**src/rtl/seg7_pkg.sv**
```systemverilog
// -----------------------------------------------------------------------------
// seg7_pkg
// Shared definitions for the two-digit 7-segment readback path.
//   - SEG7_GLYPH_0 .. SEG7_GLYPH_F : active-high segment codes {A,B,C,D,E,F,G},
//     bit 6 = segment A, for the hex digits 0..F.
//   - SEG7_BLANK : all segments off (active-high view). This is not a legal digit.
//   - SEG7_RAW_ALL_OFF : both digits dark, seen on the active-low pins.
//   - state_e : readback FSM states.
// -----------------------------------------------------------------------------
package seg7_pkg;

  localparam logic [6:0] SEG7_GLYPH_0 = 7'h7E;
  localparam logic [6:0] SEG7_GLYPH_1 = 7'h30;
  localparam logic [6:0] SEG7_GLYPH_2 = 7'h6D;
  localparam logic [6:0] SEG7_GLYPH_3 = 7'h79;
  localparam logic [6:0] SEG7_GLYPH_4 = 7'h33;
  localparam logic [6:0] SEG7_GLYPH_5 = 7'h5B;
  localparam logic [6:0] SEG7_GLYPH_6 = 7'h5F;
  localparam logic [6:0] SEG7_GLYPH_7 = 7'h70;
  localparam logic [6:0] SEG7_GLYPH_8 = 7'h7F;
  localparam logic [6:0] SEG7_GLYPH_9 = 7'h7B;
  localparam logic [6:0] SEG7_GLYPH_A = 7'h77;
  localparam logic [6:0] SEG7_GLYPH_B = 7'h1F;
  localparam logic [6:0] SEG7_GLYPH_C = 7'h4E;
  localparam logic [6:0] SEG7_GLYPH_D = 7'h3D;
  localparam logic [6:0] SEG7_GLYPH_E = 7'h4F;
  localparam logic [6:0] SEG7_GLYPH_F = 7'h47;

  localparam logic [6:0]  SEG7_BLANK       = 7'h00;
  localparam logic [13:0] SEG7_RAW_ALL_OFF = 14'h3FFF;

  typedef enum logic {
    S_WAIT   = 1'b0,
    S_LOCKED = 1'b1
  } state_e;

endpackage

```
**src/rtl/seg7_glyph_decode.sv**
```systemverilog
// -----------------------------------------------------------------------------
// seg7_glyph_decode
// Combinational decode of one active-high 7-segment glyph back to a hex nibble.
// Ports:
//   i_glyph  [6:0]  active-high segments {A,B,C,D,E,F,G}, bit 6 = A
//   o_legal         1 when i_glyph is one of the sixteen hex glyphs
//   o_nibble [3:0]  decoded value (0 when the glyph is illegal)
// -----------------------------------------------------------------------------
module seg7_glyph_decode
  import seg7_pkg::*;
(
  input  logic [6:0] i_glyph,
  output logic       o_legal,
  output logic [3:0] o_nibble
);

  always_comb begin
    o_legal  = 1'b1;
    o_nibble = 4'h0;
    case (i_glyph)
      SEG7_GLYPH_0: o_nibble = 4'h0;
      SEG7_GLYPH_1: o_nibble = 4'h1;
      SEG7_GLYPH_2: o_nibble = 4'h2;
      SEG7_GLYPH_3: o_nibble = 4'h3;
      SEG7_GLYPH_4: o_nibble = 4'h4;
      SEG7_GLYPH_5: o_nibble = 4'h5;
      SEG7_GLYPH_6: o_nibble = 4'h6;
      SEG7_GLYPH_7: o_nibble = 4'h7;
      SEG7_GLYPH_8: o_nibble = 4'h8;
      SEG7_GLYPH_9: o_nibble = 4'h9;
      SEG7_GLYPH_A: o_nibble = 4'hA;
      SEG7_GLYPH_B: o_nibble = 4'hB;
      SEG7_GLYPH_C: o_nibble = 4'hC;
      SEG7_GLYPH_D: o_nibble = 4'hD;
      SEG7_GLYPH_E: o_nibble = 4'hE;
      SEG7_GLYPH_F: o_nibble = 4'hF;
      default:      o_legal  = 1'b0;
    endcase
  end

endmodule

```
**src/rtl/seg7_score_readback.sv**
```systemverilog
// -----------------------------------------------------------------------------
// seg7_score_readback
// Receive side of the two-digit tally display. It samples the active-low segment
// lines of both digits and waits until the pattern has been steady for
// STABLE_CYCLES samples. It then decodes the pattern back to an 8-bit score and
// flags illegal glyphs.
// Ports:
//   i_Clk, i_Rst_L            clock, asynchronous active-low reset
//   i_Seg1_N [6:0]            tens digit (high nibble) segments, active-low
//   i_Seg2_N [6:0]            units digit (low nibble) segments, active-low
//   o_Score  [7:0]            last accepted score {digit1, digit2}
//   o_Valid                   one-cycle pulse when o_Score takes a new value
//   o_Error                   last stable pattern held an illegal glyph
//   o_Inc/o_Dec/o_Clr/o_Jump  change classification, pulsed with o_Valid
// Configuration macro: SEG_READBACK_DELTA_EN enables the delta pulses. Without
// it the delta ports are tied low and no comparison logic is built.
// -----------------------------------------------------------------------------
module seg7_score_readback
  import seg7_pkg::*;
#(
  parameter int STABLE_CYCLES = 250
) (
  input  logic       i_Clk,
  input  logic       i_Rst_L,
  input  logic [6:0] i_Seg1_N,
  input  logic [6:0] i_Seg2_N,
  output logic [7:0] o_Score,
  output logic       o_Valid,
  output logic       o_Error,
  output logic       o_Inc,
  output logic       o_Dec,
  output logic       o_Clr,
  output logic       o_Jump
);

  localparam int                CNT_W    = $clog2(STABLE_CYCLES);
  localparam logic [CNT_W-1:0]  CNT_LAST = CNT_W'(STABLE_CYCLES - 1);

  logic [13:0]      sample_q, sample_d;
  logic [13:0]      cand_q, cand_d;
  logic [CNT_W-1:0] count_q, count_d;
  state_e           state_q, state_d;
  logic [7:0]       score_q, score_d;
  logic             valid_q, valid_d;
  logic             error_q, error_d;
  logic             have_q, have_d;

  logic       legal1, legal2;
  logic [3:0] nib1, nib2;
  logic [7:0] decoded;
  logic       accept;
  logic       take_new;

  // Decoding from the candidate is safe because the candidate equals the sample
  // whenever acceptance fires.
  seg7_glyph_decode u_dec_hi (
    .i_glyph  (~cand_q[13:7]),
    .o_legal  (legal1),
    .o_nibble (nib1)
  );

  seg7_glyph_decode u_dec_lo (
    .i_glyph  (~cand_q[6:0]),
    .o_legal  (legal2),
    .o_nibble (nib2)
  );

  assign decoded = {nib1, nib2};

  always_comb begin
    sample_d = {i_Seg1_N, i_Seg2_N};
    cand_d   = cand_q;
    count_d  = count_q;
    state_d  = state_q;
    accept   = 1'b0;

    // Any change restarts the stability window, including from S_LOCKED.
    // In S_LOCKED the counter holds at its final value.
    if (sample_q != cand_q) begin
      cand_d  = sample_q;
      count_d = '0;
      state_d = S_WAIT;
    end else if (state_q == S_WAIT) begin
      if (count_q == CNT_LAST) begin
        accept  = 1'b1;
        state_d = S_LOCKED;
      end else begin
        count_d = count_q + CNT_W'(1);
      end
    end
  end

  always_comb begin
    score_d  = score_q;
    valid_d  = 1'b0;
    error_d  = error_q;
    have_d   = have_q;
    take_new = 1'b0;

    // An illegal pattern leaves the last good score in place. Re-accepting the
    // same value does not pulse o_Valid.
    if (accept) begin
      if (legal1 && legal2) begin
        error_d = 1'b0;
        if (!have_q || (decoded != score_q)) begin
          take_new = 1'b1;
          score_d  = decoded;
          valid_d  = 1'b1;
          have_d   = 1'b1;
        end
      end else begin
        error_d = 1'b1;
      end
    end
  end

  always_ff @(posedge i_Clk or negedge i_Rst_L) begin
    if (!i_Rst_L) begin
      sample_q <= SEG7_RAW_ALL_OFF;
      cand_q   <= SEG7_RAW_ALL_OFF;
      count_q  <= '0;
      state_q  <= S_WAIT;
      score_q  <= 8'h00;
      valid_q  <= 1'b0;
      error_q  <= 1'b0;
      have_q   <= 1'b0;
    end else begin
      sample_q <= sample_d;
      cand_q   <= cand_d;
      count_q  <= count_d;
      state_q  <= state_d;
      score_q  <= score_d;
      valid_q  <= valid_d;
      error_q  <= error_d;
      have_q   <= have_d;
    end
  end

  assign o_Score = score_q;
  assign o_Valid = valid_q;
  assign o_Error = error_q;

`ifdef SEG_READBACK_DELTA_EN
  logic inc_q, inc_d;
  logic dec_q, dec_d;
  logic clr_q, clr_d;
  logic jump_q, jump_d;

  // Comparisons are done 9 bits wide so FF->00 and 00->FF never count as +/-1.
  always_comb begin
    inc_d  = 1'b0;
    dec_d  = 1'b0;
    clr_d  = 1'b0;
    jump_d = 1'b0;
    if (take_new && have_q) begin
      if ({1'b0, decoded} == ({1'b0, score_q} + 9'd1)) begin
        inc_d = 1'b1;
      end else if (({1'b0, decoded} + 9'd1) == {1'b0, score_q}) begin
        dec_d = 1'b1;
      end else if (decoded == 8'h00) begin
        clr_d = 1'b1;
      end else begin
        jump_d = 1'b1;
      end
    end
  end

  always_ff @(posedge i_Clk or negedge i_Rst_L) begin
    if (!i_Rst_L) begin
      inc_q  <= 1'b0;
      dec_q  <= 1'b0;
      clr_q  <= 1'b0;
      jump_q <= 1'b0;
    end else begin
      inc_q  <= inc_d;
      dec_q  <= dec_d;
      clr_q  <= clr_d;
      jump_q <= jump_d;
    end
  end

  assign o_Inc  = inc_q;
  assign o_Dec  = dec_q;
  assign o_Clr  = clr_q;
  assign o_Jump = jump_q;
`else
  assign o_Inc  = 1'b0;
  assign o_Dec  = 1'b0;
  assign o_Clr  = 1'b0;
  assign o_Jump = 1'b0;
`endif

endmodule
```
**config.mk**
```make
export PLATFORM = sky130hd
export DESIGN_NAME = seg7_score_readback
export DESIGN_NICKNAME = d
export VERILOG_FILES = /design/src/rtl/seg7_pkg.sv /design/src/rtl/seg7_glyph_decode.sv /design/src/rtl/seg7_score_readback.sv
export SDC_FILE = /design/constraint.sdc
export NUM_CORES = 1
export LEC_CHECK = 0
export CAP_MARGIN = 20
export CORE_UTILIZATION = 56
export CTS_CLUSTER_SIZE = 10
export DETAILED_ROUTE_END_ITERATION = 16
export PLACE_DENSITY = 0.84
export SKIP_CTS_REPAIR_TIMING = 1
export SLEW_MARGIN = 10
export SYNTH_ARGS = -nofsm -noshare
export SYNTH_HDL_FRONTEND = slang
export SYNTH_SLANG_ARGS = --single-unit
```
**constraint.sdc**
```tcl
create_clock -name i_Clk -period 3.35 [get_ports i_Clk]
set_input_delay 0.67 -clock i_Clk [delete_from_list [all_inputs] [get_ports i_Clk]]
set_output_delay 0.67 -clock i_Clk [all_outputs]
set_load 0.005 [all_outputs]
```
==> results of run 1 <==
worst max path at each step:
stage	end	start	cells after the start
final	o_Score[3]	cand_q[10]	7
after global placement	o_Score[3]	cand_q[10]	7
after floorplan	o_Score[3]	cand_q[7]	8
after global routing	o_Score[3]	cand_q[2]	7
after detailed placement	o_Score[3]	cand_q[10]	7
after CTS	o_Score[3]	cand_q[10]	7
cell type report:
cell class	count	area [um2]
inverters	5	18.8
clock inverters	2	11.3
well taps	52	65.1
clock buffers	6	93.8
flip-flops and latches	48	1240
multi-input cells	185	1280
fillers	362	1530
repair buffers	26	265
routing by layer:
| layer | track usage | routed length, um |
|---|---|---|
| met3 | 0.0464 | 127 |
| met1 | 0.284 | 2230 |
| met5 | 0 | 0 |
| met4 | 0.0533 | 42 |
| met2 | 0.342 | 2300 |
metrics by stage:
step / std cells / cell area, um2
2_1_floorplan: 274 / 2710
3_5_place_dp: 315 / 2850
4_1_cts: 323 / 2960
5_1_grt: 324 / 2980
3_3_place_gp: 315 / 2850
6_report: 324 / 2980
worst max-delay path, cell delays in order, from the launching register on:
cell and delay (ns):
dfstp_2 0.71, xor2_1 0.12, nor4_2 0.29, nand4_2 0.29, or3_4 0.49, or3_4 0.44
a31oi_4 0.17, mux2i_1 0.21
kinds of logic after synthesis:
group	count (synthesis)
adder cells (fa/ha/maj)	2
buffers and inverters	41
AND/OR/NAND/NOR	108
other	1
flip-flops	48
AO/OA/AOI/OAI	42
multiplexers	5
XOR/XNOR	24
registers in the layout (all words and copies together), names as in the netlist:
| signal | count |
|---|---|
| count_q | 8 |
| o_Error | 1 |
| state_q | 1 |
| o_Score | 8 |
| sample_q | 14 |
| o_Valid | 1 |
| cand_q | 14 |
| have_q | 1 |
power by group:
| part | internal, W | leakage (nW) | switching (W) | total, W |
|---|---|---|---|---|
| Clock | 0.000192 | 0.0566 | 0.000194 | 0.000386 |
| Combinational | 0.0000473 | 0.557 | 0.0000446 | 0.0000919 |
| Sequential | 0.000612 | 0.574 | 0.0000382 | 0.000650 |
layout by cell type, fill, tap and decap left out, types with 6 or more instances in the layout:
master,count
a21oi_1,7
clkdlybuf4s50_1,24
dfrtp_1,20
dfstp_2,28
nand2_1,12
nand3_1,9
nor2_1,17
nor2b_1,6
nor3_1,11
o21ai_0,13
or3_1,8
xor2_1,20
==> results.json, run 1 <==
{
  "dp_hpwl_mm": 3.35,
  "crit_required_ns": 3.57,
  "die_h_um": 71.4,
  "clock-sinks": 48,
  "seq_area_frac_synth": 0.458,
  "synth-seq-cells": 48,
  "critPathKind": "reg2reg",
  "cp.arrival_ns": 3.03,
  "cp-start-kind": "flip-flop",
  "reg2reg_from": "cand_q[10]",
  "drc": 0,
  "place_ws_ns": 0.541,
  "grt_remaining_overflow": 0,
  "synth_top_family_by_area": "simple AND/OR/NAND/NOR gates",
  "outcome": "finished clean",
  "ctsLongestPathBuffers": 2,
  "synthTopCellsByCount": "dfstp_2, clkbuf_1, dfrtp_1, xor2_1, nor2_1",
  "worstSkewPairLatency_ns": 0.30,
  "postRouteAntennaNets": 0,
  "tns_ns": 0,
  "cellPowerDensity_nw_per_um2": 379,
  "min_path_type": "in2async",
  "netlist_area_um2": 2700,
  "regToRegEndpoint": "o_Score[3]",
  "die-area_um2": 5100,
  "cap_violations": 0,
  "grt_pass1_vias": 1796,
  "avgSynthCellArea_um2": 9.96,
  "post_synth_num_cell_types": 56,
  "drv_slew": 0,
  "cts_tree": "done",
  "io_pins": 30,
  "synthSimpleGateAreaFrac": 0.255,
  "nNetsFinal": 289,
  "worstPathMaxFanout": 20,
  "vias": 1913,
  "h-tree-depth": 2,
  "whs_ns": 0.325,
  "die_width_um": 71.4,
  "synth_area_leader_cell": "dfstp_2",
  "synth_top_area_share": 0.272,
  "worst_slew_pin_slew_ns": 0.526,
  "ir_drop_v": 0.000319,
  "slew_headroom": 0.647,
  "synth.most_common_cell": "dfstp_2",
  "finalCritPeriodShare": 0.838,
  "first_pass_iters": 5,
  "rows": 24,
  "grt.total_usage": 0.209,
  "synth_ff_type": "dfstp_2",
  "endpoint_kind": "flip-flop",
  "drive_gt1_frac": 0.191,
  "fp.coreArea_um2": 4500,
  "diodes": 0,
  "layout_setup_ws_ns": 0.544,
  "muxShareOfSynthArea": 0.0199,
  "timing.fmax_mhz": 356,
  "drt-total-wl_mm": 4.70,
  "antenna_found_initial": 0,
  "synth.area.top_cells": "dfstp_2, dfrtp_1, xor2_1",
  "wl_per_cell_um": 14.5,
  "root_buffer": "clkbuf_8",
  "synth_cells": 271,
  "drt_iter0_drc": 111,
  "setup_viol": 0,
  "synthXorXnorAreaFrac": 0.0778,
  "p_leak_nw": 1.19,
  "grt_max_degree": 49,
  "yosys_warnings": 0,
  "syn2layout_area_growth_pct": 10.2,
  "grt_pass1_wl_mm": 8.34,
  "numCtsBuffers": 5,
  "fin_crit_ns": 2.81,
  "synth_edf_count": 0,
  "clk_pin_slew_ns": 0.09,
  "p_total_w": 0.00113,
  "async_flop_share": 1.00,
  "final_util": 0.661,
  "synth_compound_area_frac": 0.108,
  "gp_congestion": 0.817,
  "port_buffers": 25,
  "start_util": 0.599,
  "worstRegToRegCells": 7,
  "vias_per_cell": 5.90,
  "finalHoldViolCount": 0,
  "r2r_slack_ns": 0.54,
  "skew_ns": 0.00640,
  "rsz0062_at_grt": "false",
  "synth_fa_ha_area_frac": 0.00927
}
No activity file was read; power rests on OpenSTA's default activity.
==> run 2, diff against run 1 <==
--- a/config.mk
+++ b/config.mk
@@ -6,10 +6,10 @@
 export NUM_CORES = 1
 export LEC_CHECK = 0
 export CAP_MARGIN = 20
-export CORE_UTILIZATION = 56
+export CORE_UTILIZATION = 51
 export CTS_CLUSTER_SIZE = 10
 export DETAILED_ROUTE_END_ITERATION = 16
-export PLACE_DENSITY = 0.84
+export PLACE_DENSITY = 0.81
 export SKIP_CTS_REPAIR_TIMING = 1
 export SLEW_MARGIN = 10
 export SYNTH_ARGS = -nofsm -noshare
==> constraint.sdc (replaced) <==
create_clock -name i_Clk -period 2.3 [get_ports i_Clk]
set_input_delay 0.46 -clock i_Clk [delete_from_list [all_inputs] [get_ports i_Clk]]
set_output_delay 0.46 -clock i_Clk [all_outputs]
set_load 0.005 [all_outputs]
==> run 2 against run 1 <==
  * The flow now finishes with violations (negative setup slack)
  * Clock skew rose by 0.0024 ns
  * Final area rose by 8.3%
  * Routed wire length rose by 12%
  * Count of clock-buffer cells in the layout rose by 1
  * Via count rose by 7.4%
  * Sequential share of layout area fell by 3.2 points
  * Sequential cell count did not move
  * Fmax rose by 21%
  * Core utilization fell by 3.0 points
  * Largest cell class unchanged
  * Highest routed layer unchanged
==> results.json, run 2 (same netlist as run 1, synthesis figures left out) <==
{
  "crit_required_ns": 2.53,
  "ir_drop_v": 0.000314,
  "wl_per_cell_um": 14.3,
  "skew_ns": 0.00877,
  "gp_congestion": 0.882,
  "dpl_cell_area_um2": 3060,
  "whs_ns": 0.240,
  "min_path_type": "in2async",
  "design_area_um2": 3220,
  "cp.arrival_ns": 2.55,
  "h-tree-depth": 2,
  "grt_remaining_overflow": 0,
  "nNetsFinal": 314,
  "drive_gt1_frac": 0.279,
  "layout_setup_ws_ns": -0.0180,
  "endpoint_kind": "flip-flop",
  "worstRegToRegCells": 8,
  "crit_top_cell": "buf_4",
  "critPathKind": "reg2reg",
  "critPathMaxStageDelay_ns": 0.48,
  "worstSkewPairLatency_ns": 0.30,
  "final_cell_mix": "dfstp_2, clkdlybuf4s50_1, buf_4, xor2_1, dfrtp_1",
  "grt.total_usage": 0.200,
  "final_common_cell": "dfstp_2",
  "met3_length_um": 206,
  "numCtsBuffers": 5,
  "cp_slowest_cell": "or4_1",
  "clk_pin_slew_ns": 0.09,
  "m1WireLength_mm": 2.36,
  "die_h_um": 74.8,
  "path_delay_family": "simple AND/OR/NAND/NOR gates",
  "regToRegEndpoint": "o_Score[3]",
  "vias": 2054,
  "tns_ns": -0.0180,
  "vias_per_cell": 5.60,
  "syn2layout_area_growth_pct": 19.3,
  "drt-total-wl_mm": 5.26,
  "fin_crit_ns": 2.32,
  "antenna_found_initial": 0,
  "top_layer_used": "met4",
  "worst_slew_pin_slew_ns": 0.578,
  "largest_registers": "cand_q (14), sample_q (14)",
  "ctsLongestPathBuffers": 2,
  "die-area_um2": 5590,
  "cap_violations": 0,
  "outcome": "complete, but fails checks",
  "port_buffers": 25,
  "dp_hpwl_mm": 3.74,
  "drc": 0,
  "r2r_slack_ns": -0.02,
  "rsz0062_at_grt": "true",
  "worstPathMaxFanout": 5,
  "slew_headroom": 0.615,
  "place_ws_ns": -0.0421,
  "postRouteAntennaNets": 0,
  "rows": 26,
  "grt_max_degree": 49,
  "crit_buf_inv": 2,
  "grt_pass1_vias": 1817,
  "first_pass_iters": 6,
  "cts_tree": "done",
  "start_util": 0.529,
  "io_pins": 30,
  "die_width_um": 74.8,
  "finalCritPeriodShare": 1.01,
  "drv_slew": 0,
  "root_buffer": "clkbuf_8",
  "cp-start-kind": "flip-flop",
  "failed_checks": "negative setup slack",
  "finalHoldViolCount": 0,
  "setup_viol": 1,
  "reg2reg_from": "cand_q[9]",
  "fp.coreArea_um2": 5110,
  "drt_iter0_drc": 148,
  "wl_met2_mm": 2.61,
  "clock-sinks": 48,
  "diodes": 0,
  "p_total_w": 0.00164,
  "fillerInstances": 425,
  "grt_pass1_wl_mm": 8.42,
  "path_cells": "buf_4, buf_4, or4_1, o21ai_0, nor3_2, or3_4, a31oi_4, mux2i_1",
  "cellPowerDensity_nw_per_um2": 509,
  "timing.fmax_mhz": 431,
  "p_leak_nw": 1.32
}
## run 2: cell types whose count changed in the layout (fill, tap and decap cells not counted), sizes merged
cell / delta
buf: +25
clkbuf: +1
clkinv: -1
## run 2: final cells by class
type / instances / area (um2) / area share
Inverter: 5 / 18.8 / 0.00583
Sequential cell: 48 / 1240 / 0.384
Timing Repair Buffer: 51 / 457 / 0.142
Tap cell: 70 / 87.6 / 0.0272
Clock inverter: 1 / 6.26 / 0.00194
Clock buffer: 7 / 86.3 / 0.0268
Multi-Input combinational cell: 185 / 1330 / 0.413
## run 2: how the worst max path moves through the flow
stage,startpoint,to,cells past startpoint
after floorplan,cand_q[9],o_Score[3],8
after global placement,cand_q[8],o_Score[3],7
after detailed placement,cand_q[1],o_Score[3],7
after CTS,cand_q[1],o_Score[3],7
after global routing,cand_q[9],o_Score[3],9
final,cand_q[9],o_Score[3],8
## run 2: per-layer routing
layer / GRT usage / up-vias
met5: 0 / -
met4: 0.0776 / 0
met3: 0.0428 / 9
met2: 0.315 / 72
met1: 0.272 / 969
li1: - / 1004
## run 2: power breakdown
part / internal [W] / leakage, nW / switching, W
clock network: 0.000245 / 0.0488 / 0.000277
logic: 0.0000968 / 0.698 / 0.000103
registers: 0.000890 / 0.574 / 0.0000284
## run 2: stage by stage
| step | cells | utilization |
|---|---|---|
| global placement | 356 | 0.600 |
| CTS | 364 | 0.618 |
| global route | 367 | 0.631 |
| floorplan | 274 | - |
| finish | 367 | 0.631 |
| detailed placement | 356 | 0.600 |
## run 2: worst register-to-register path, cell delays in order, from the launching register on
cell and delay (ns):
dfstp_2 0.39, buf_4 0.13, buf_4 0.14, or4_1 0.48
o21ai_0 0.23, nor3_2 0.10, or3_4 0.42, a31oi_4 0.17
mux2i_1 0.19
